==> config.mk <==
export PLATFORM = sky130hd
export DESIGN_NAME = mem_wb_flat
export DESIGN_NICKNAME = d
export VERILOG_FILES = /design/src/rtl/mem_wb_if.sv /design/src/rtl/mem_wb.sv /design/src/flat_wrapper.sv
export SDC_FILE = /design/constraint.sdc
export NUM_CORES = 1
export LEC_CHECK = 0
export ABC_AREA = 1
export BUFFER_PORTS_ARGS = -buffer_cell sky130_fd_sc_hd__buf_2
export CORE_ASPECT_RATIO = 0.75
export CORE_MARGIN = 2
export CORE_UTILIZATION = 55
export DETAILED_ROUTE_END_ITERATION = 8
export PLACE_DENSITY = 0.8
export RECOVER_POWER = 50
export SLEW_MARGIN = 25
export SYNTH_ARGS = -nofsm -noshare
export SYNTH_HDL_FRONTEND = slang
export SYNTH_SLANG_ARGS = --single-unit
==> constraint.sdc <==
create_clock -name clk -period 3.7 [get_ports clk]
set_input_delay 0.37 -clock clk [delete_from_list [all_inputs] [get_ports clk]]
set_output_delay 0.37 -clock clk [all_outputs]
set_load 0.05 [all_outputs]
==> src/rtl/mem_wb_if.sv <==
// Handshake buses around the writeback buffer: MEM -> WB results and WB -> register-file head.

interface mem_wb_if;
    logic        mem2wb_valid_i;
    logic        mem2wb_ready_o;
    logic        mem2wb_wb_en_i;
    logic        mem2wb_is_load_i;
    logic [2:0]  mem2wb_funct3_i;
    logic [1:0]  mem2wb_addr_lo_i;
    logic [4:0]  mem2wb_rd_i;
    logic [31:0] mem2wb_data_i;

    modport master (
        output mem2wb_valid_i, mem2wb_wb_en_i, mem2wb_is_load_i, mem2wb_funct3_i,
               mem2wb_addr_lo_i, mem2wb_rd_i, mem2wb_data_i,
        input  mem2wb_ready_o
    );
    modport slave (
        input  mem2wb_valid_i, mem2wb_wb_en_i, mem2wb_is_load_i, mem2wb_funct3_i,
               mem2wb_addr_lo_i, mem2wb_rd_i, mem2wb_data_i,
        output mem2wb_ready_o
    );
endinterface

interface wb_regs_if;
    logic        wb2regs_valid_o;
    logic        regs2wb_ready_i;
    logic        wb2regs_wb_en_o;
    logic [4:0]  wb2regs_rd_o;
    logic [31:0] wb2regs_rd_data_o;
    logic        wb2regs_misalign_o;

    modport master (
        output wb2regs_valid_o, wb2regs_wb_en_o, wb2regs_rd_o, wb2regs_rd_data_o,
               wb2regs_misalign_o,
        input  regs2wb_ready_i
    );
    modport slave (
        input  wb2regs_valid_o, wb2regs_wb_en_o, wb2regs_rd_o, wb2regs_rd_data_o,
               wb2regs_misalign_o,
        output regs2wb_ready_i
    );
endinterface

==> src/rtl/mem_wb.sv <==
// Writeback skid buffer: 2-entry FIFO between MEMU and the register file.
// Loads are extracted/extended and alignment-checked on the way in; the youngest write is forwarded.

module mem_wb #(
    parameter int DEPTH = 2
) (
    input  logic        clk,
    input  logic        rst_n,
    mem_wb_if.slave     mem2wb,
    wb_regs_if.master   wb2regs,
    input  logic        flush_i,
    output logic        wb_fwd_en_o,
    output logic [4:0]  wb_fwd_rd_o,
    output logic [31:0] wb_fwd_data_o
);

    typedef struct packed {
        logic        wb_en;
        logic [4:0]  rd;
        logic [31:0] data;
        logic        misalign;
    } entry_t;

    entry_t      entries [2];
    entry_t      push_entry;
    entry_t      head;
    logic        rd_ptr, wr_ptr, yng_ptr;
    logic [1:0]  count;
    logic        misalign_q;
    logic        push, pop;
    logic [7:0]  lane_b;
    logic [15:0] lane_h;
    logic        legal, misalign;
    logic [31:0] ext_data;

    assign mem2wb.mem2wb_ready_o = (count < 2'(DEPTH));
    assign wb2regs.wb2regs_valid_o = (count != 2'd0);
    assign push = mem2wb.mem2wb_valid_i && mem2wb.mem2wb_ready_o && !flush_i;
    assign pop  = wb2regs.wb2regs_valid_o && wb2regs.regs2wb_ready_i && !flush_i;

    // NOTE: every always_comb output gets a default first so no path leaves it unassigned (no latch).
    always_comb begin
        lane_b   = mem2wb.mem2wb_data_i[7:0];
        unique case (mem2wb.mem2wb_addr_lo_i)
            2'd1:    lane_b = mem2wb.mem2wb_data_i[15:8];
            2'd2:    lane_b = mem2wb.mem2wb_data_i[23:16];
            2'd3:    lane_b = mem2wb.mem2wb_data_i[31:24];
            default: lane_b = mem2wb.mem2wb_data_i[7:0];
        endcase
        lane_h   = mem2wb.mem2wb_addr_lo_i[1] ? mem2wb.mem2wb_data_i[31:16]
                                              : mem2wb.mem2wb_data_i[15:0];
        legal    = 1'b1;
        misalign = 1'b0;
        ext_data = mem2wb.mem2wb_data_i;
        if (mem2wb.mem2wb_is_load_i) begin
            unique case (mem2wb.mem2wb_funct3_i)
                3'b000: ext_data = {{24{lane_b[7]}}, lane_b};
                3'b100: ext_data = {24'd0, lane_b};
                3'b001: begin
                    ext_data = {{16{lane_h[15]}}, lane_h};
                    misalign = mem2wb.mem2wb_addr_lo_i[0];
                end
                3'b101: begin
                    ext_data = {16'd0, lane_h};
                    misalign = mem2wb.mem2wb_addr_lo_i[0];
                end
                3'b010:  misalign = (mem2wb.mem2wb_addr_lo_i != 2'd0);
                default: begin
                    legal    = 1'b0;
                    ext_data = '0;
                end
            endcase
        end
        push_entry.wb_en    = mem2wb.mem2wb_wb_en_i && (mem2wb.mem2wb_rd_i != 5'd0)
                              && !misalign && legal;
        push_entry.rd       = mem2wb.mem2wb_rd_i;
        push_entry.data     = misalign ? 32'd0 : ext_data;
        push_entry.misalign = misalign;
    end

    // NOTE: only two entries, so storage is reset along with the control state.
    always_ff @(posedge clk or negedge rst_n) begin
        if (!rst_n) begin
            for (int i = 0; i < 2; i++) entries[i] <= '0;
            rd_ptr     <= 1'b0;
            wr_ptr     <= 1'b0;
            count      <= 2'd0;
            misalign_q <= 1'b0;
        end else if (flush_i) begin
            rd_ptr     <= 1'b0;
            wr_ptr     <= 1'b0;
            count      <= 2'd0;
            misalign_q <= 1'b0;
        end else begin
            if (push) begin
                entries[wr_ptr] <= push_entry;
                wr_ptr          <= wr_ptr + 1'b1;
            end
            if (pop) rd_ptr <= rd_ptr + 1'b1;
            unique case ({push, pop})
                2'b10:   count <= count + 2'd1;
                2'b01:   count <= count - 2'd1;
                default: count <= count;
            endcase
            misalign_q <= pop && entries[rd_ptr].misalign;
        end
    end

    always_comb begin
        head = '0;
        if (wb2regs.wb2regs_valid_o) head = entries[rd_ptr];
    end

    assign wb2regs.wb2regs_wb_en_o    = wb2regs.wb2regs_valid_o && head.wb_en;
    assign wb2regs.wb2regs_rd_o       = head.rd;
    assign wb2regs.wb2regs_rd_data_o  = head.data;
    assign wb2regs.wb2regs_misalign_o = misalign_q;

    // Youngest pending write wins; the older entry only matters when both are occupied.
    assign yng_ptr = wr_ptr - 1'b1;

    always_comb begin
        wb_fwd_en_o   = 1'b0;
        wb_fwd_rd_o   = '0;
        wb_fwd_data_o = '0;
        if (count != 2'd0 && entries[yng_ptr].wb_en) begin
            wb_fwd_en_o   = 1'b1;
            wb_fwd_rd_o   = entries[yng_ptr].rd;
            wb_fwd_data_o = entries[yng_ptr].data;
        end else if (count == 2'd2 && entries[rd_ptr].wb_en) begin
            wb_fwd_en_o   = 1'b1;
            wb_fwd_rd_o   = entries[rd_ptr].rd;
            wb_fwd_data_o = entries[rd_ptr].data;
        end
    end

endmodule

==> src/flat_wrapper.sv <==
// flat-port wrapper written by rule: the top's interface ports become plain ports
module mem_wb_flat 
#(
    parameter int DEPTH = 2
)
  (clk, rst_n, flush_i, wb_fwd_en_o, wb_fwd_rd_o, wb_fwd_data_o, mem2wb_mem2wb_valid_i, mem2wb_mem2wb_wb_en_i, mem2wb_mem2wb_is_load_i, mem2wb_mem2wb_funct3_i, mem2wb_mem2wb_addr_lo_i, mem2wb_mem2wb_rd_i, mem2wb_mem2wb_data_i, mem2wb_mem2wb_ready_o, wb2regs_wb2regs_valid_o, wb2regs_wb2regs_wb_en_o, wb2regs_wb2regs_rd_o, wb2regs_wb2regs_rd_data_o, wb2regs_wb2regs_misalign_o, wb2regs_regs2wb_ready_i);
  mem_wb_if mem2wb_i ();
  wb_regs_if wb2regs_i ();
  input  logic clk;
  input  logic rst_n;
  input  logic flush_i;
  output logic wb_fwd_en_o;
  output logic [4:0] wb_fwd_rd_o;
  output logic [31:0] wb_fwd_data_o;
  input wire logic [$bits(mem2wb_i.mem2wb_valid_i)-1:0] mem2wb_mem2wb_valid_i;
  input wire logic [$bits(mem2wb_i.mem2wb_wb_en_i)-1:0] mem2wb_mem2wb_wb_en_i;
  input wire logic [$bits(mem2wb_i.mem2wb_is_load_i)-1:0] mem2wb_mem2wb_is_load_i;
  input wire logic [$bits(mem2wb_i.mem2wb_funct3_i)-1:0] mem2wb_mem2wb_funct3_i;
  input wire logic [$bits(mem2wb_i.mem2wb_addr_lo_i)-1:0] mem2wb_mem2wb_addr_lo_i;
  input wire logic [$bits(mem2wb_i.mem2wb_rd_i)-1:0] mem2wb_mem2wb_rd_i;
  input wire logic [$bits(mem2wb_i.mem2wb_data_i)-1:0] mem2wb_mem2wb_data_i;
  output wire logic [$bits(mem2wb_i.mem2wb_ready_o)-1:0] mem2wb_mem2wb_ready_o;
  output wire logic [$bits(wb2regs_i.wb2regs_valid_o)-1:0] wb2regs_wb2regs_valid_o;
  output wire logic [$bits(wb2regs_i.wb2regs_wb_en_o)-1:0] wb2regs_wb2regs_wb_en_o;
  output wire logic [$bits(wb2regs_i.wb2regs_rd_o)-1:0] wb2regs_wb2regs_rd_o;
  output wire logic [$bits(wb2regs_i.wb2regs_rd_data_o)-1:0] wb2regs_wb2regs_rd_data_o;
  output wire logic [$bits(wb2regs_i.wb2regs_misalign_o)-1:0] wb2regs_wb2regs_misalign_o;
  input wire logic [$bits(wb2regs_i.regs2wb_ready_i)-1:0] wb2regs_regs2wb_ready_i;
  assign mem2wb_i.mem2wb_valid_i = mem2wb_mem2wb_valid_i;
  assign mem2wb_i.mem2wb_wb_en_i = mem2wb_mem2wb_wb_en_i;
  assign mem2wb_i.mem2wb_is_load_i = mem2wb_mem2wb_is_load_i;
  assign mem2wb_i.mem2wb_funct3_i = mem2wb_mem2wb_funct3_i;
  assign mem2wb_i.mem2wb_addr_lo_i = mem2wb_mem2wb_addr_lo_i;
  assign mem2wb_i.mem2wb_rd_i = mem2wb_mem2wb_rd_i;
  assign mem2wb_i.mem2wb_data_i = mem2wb_mem2wb_data_i;
  assign mem2wb_mem2wb_ready_o = mem2wb_i.mem2wb_ready_o;
  assign wb2regs_wb2regs_valid_o = wb2regs_i.wb2regs_valid_o;
  assign wb2regs_wb2regs_wb_en_o = wb2regs_i.wb2regs_wb_en_o;
  assign wb2regs_wb2regs_rd_o = wb2regs_i.wb2regs_rd_o;
  assign wb2regs_wb2regs_rd_data_o = wb2regs_i.wb2regs_rd_data_o;
  assign wb2regs_wb2regs_misalign_o = wb2regs_i.wb2regs_misalign_o;
  assign wb2regs_i.regs2wb_ready_i = wb2regs_regs2wb_ready_i;
  mem_wb #(.DEPTH(DEPTH)) u_core (.clk(clk), .rst_n(rst_n), .mem2wb(mem2wb_i), .wb2regs(wb2regs_i), .flush_i(flush_i), .wb_fwd_en_o(wb_fwd_en_o), .wb_fwd_rd_o(wb_fwd_rd_o), .wb_fwd_data_o(wb_fwd_data_o));
endmodule
==> flow_summary.ini <==
[outcome]
outcome = finished, violations left
failed_checks = capacitance limit, slew limit

[global_route]
grtUsageTotal_pct = 28.8
antenna_found_initial = 0
grt_overflow = 0
grt_first_pass_wirelength_um = 27600
grt_max_degree = 77
first_global_vias = 5532

[detailed_routing]
drt_iter0_drc = 644
drc_errors = 0
wl_um = 16700
antenna_left = 0
via_per_inst = 5.39
dr_total_vias = 6532
wire_per_inst_um = 13.8
drtPass1Iterations = 5

[worst_setup_path]
crit_slowest_cell = dfrtp_1
startpoint_type = flip-flop
arrival_ps = 2740
critical-path-top-delay-family = flip-flops
endpoint_kind = primary output
required_ps = 3330
path_max_fanout = 56
criticalPathCategory = reg -> out
cp_cell_sequence = nand2_1 > o21ai_0 > and2_4 > buf_4 > nand2_1 > o31ai_1 > buf_2
worst-path-buf-inv = 2
critPathMostFrequentCell = nand2_1
max_stage_delay_ps = 830

[place]
dp_slack_ps = 874
placed_cell_area_mm2 = 0.00660
io_buffers = 127
dp_hpwl_um = 11300
globalplace.congestion = 0.954
dp.cells = 1195

[synth]
synth_warnings = 0
synth-seq-cells = 83
ys_types = 25
synth_edf_count = 0
synth.most_common_cell = nand2_1
synth_top_area_share_pct = 34.4
synth_area_mm2 = 0.00603
synthArstFlopShare_pct = 100
yosysTopAreaCell = dfrtp_1
synth_top_family_by_area = simple AND/OR/NAND/NOR gates
synth-simple-area-share_pct = 42.3
ys.flop_type = dfrtp_1
postSynthCellCount = 985
synthMuxAreaShare_pct = 0
syn_area_per_cell_um2 = 6.12
synthXorXnorAreaFrac_pct = 0.145
synth_compound_area_share_pct = 13.4
ys_seq_area_share_pct = 34.4
yosys-top-cells-count = 371 x nand2_1, 127 x nor2_1, 100 x nand3_1
syn_nets = 1034
synthAdderAreaFrac_pct = 0
synth_area_leaders = dfrtp_1 34%, nand2_1 23%, nand3_1 8.3%

[timing]
hold_viol_final = 0
timing.final.crit_share_pct = 84.1
whs_ps = 67.6
finalMaxSlewViolations = 118
setup_violations = 0
tns_ps = 0
clock_skew_ps = 5.12
setup_slack_ps = 587
tightest_slew_ps = 2040
period_minus_slack_ps = 3110
max_freq_mhz = 321
rsz0062_at_grt = false
relSlewSlack_pct = -36.2

[layout]
stdcell_area_mm2 = 0.00688
fillers = 1079
drive_above_1_share_pct = 16.1
syn2layout_area_growth_pct = 14.0
post-route-util_pct = 63.6
layout.nets = 1115
diodes = 0
final_cells = 1211

[pwr]
power_frac_comb_pct = 58.4
p_leak_nw = 3.70
switchingPower_mw = 3.22
p_int_mw = 2.57
clkPwrFrac_pct = 15.6
ir_drop_mv = 0.493
seqPwrFrac_pct = 26.0
p_sw_share_pct = 55.6
totalPowerFinal_mw = 5.79
p_per_area_mw_per_mm2 = 843

[floorplanning]
die-height_um = 94.7
die_x_um = 125
rows = 33
die_area_mm2 = 0.0118
io_pins = 128
start_util_pct = 55.7
core_area_mm2 = 0.0108

[clocking]
holdBufCountCts = 0
cts.root.buffer_cell = clkbuf_16
cts_setup_buffers = 0
clk_latency_ps = 340
ctsResizeCount = 0
clk_pin_slew_ps = 60
clockBufferDepth = 2
cts_tree = done
htree_levels = 3
cts_made_buffers = 9
clock_sinks = 83

[worst_hold_path]
hp-class = in -> async

[flow_run]
drv_cap = 3
-- power by group through the flow --
| stage | combinational [mW] | sequential (mW) | clock [mW] |
|---|---|---|---|
| floorplan | 2.75 | 1.44 | 0 |
| global placement | 3.34 | 1.51 | 0 |
| detailed placement | 3.38 | 1.52 | 0 |
| CTS | 3.40 | 1.50 | 0.920 |
| global route | 3.71 | 1.55 | 0.946 |
| finish | 3.38 | 1.51 | 0.905 |
-- metal layers --
layer / global-route usage, % / part of all wire [%] / up-vias
met2: 44.0 / 43 / 269
met3: 4.31 / 8.4 / 23
met1: 43.7 / 48 / 2943
met5: 0 / 0 / -
met4: 5.28 / 1.0 / 0
li1: - / - / 3297
-- final timing paths --
| path | from | endpoint | slack [ps] | depth (start not counted) |
|---|---|---|---|---|
| worst max-delay path | u_core.wr_ptr$_DFFE_PN0P_ | wb_fwd_data_o[15] | 590 | 7 |
| min in group clk | flush_i | u_core.wb2regs.wb2regs_misalign_o$_DFF_PN0_ | 230 | 2 |
| worst min register to register | u_core.entries[7]$_DFFE_PN0P_ | u_core.entries[7]$_DFFE_PN0P_ | 480 | 2 |
| worst max register to register | u_core.wr_ptr$_DFFE_PN0P_ | u_core.entries[15]$_DFFE_PN0P_ | 640 | 5 |
| worst min-delay path | rst_n | u_core.entries[45]$_DFFE_PN0P_ | 70 | 1 |
| max in group asynchronous | rst_n | u_core.entries[22]$_DFFE_PN0P_ | 1820 | 2 |
-- layout make-up --
class	count	area, um^2	area share, %
clock buffer	10	229	3.33
clock inverter	6	71.3	1.04
inverter	70	263	3.82
multi-input combinational	766	3370	48.9
sequential	83	2080	30.2
tap	140	175	2.55
timing repair buffer	136	694	10.1
-- logic make-up after synthesis --
kind of cell	count (synthesis)
AO/OA/AOI/OAI	143
XOR/XNOR	1
buffers and inverters	136
flip-flops	83
AND/OR/NAND/NOR	622
-- state kept, by name (all words and copies together) (netlist names) --
signal,cells
u_core.rd_ptr,1
u_core.entries,78
u_core.wb2regs.wb2regs_misalign_o,1
u_core.wr_ptr,1
u_core.count,2
-- layout by cell type (no fill, tap or decap), types with 13 or more instances in the layout --
cell / synthesis / layout
nand2_1: 371 / 371
nor2_1: 127 / 129
buf_2: 29 / 123
nand3_1: 100 / 99
o21ai_0: 89 / 89
dfrtp_1: 83 / 82
inv_1: 64 / 66
o31ai_1: 37 / 37
o21ai_1: 13 / 13
Note: power is estimated with default switching activity, not from simulation.
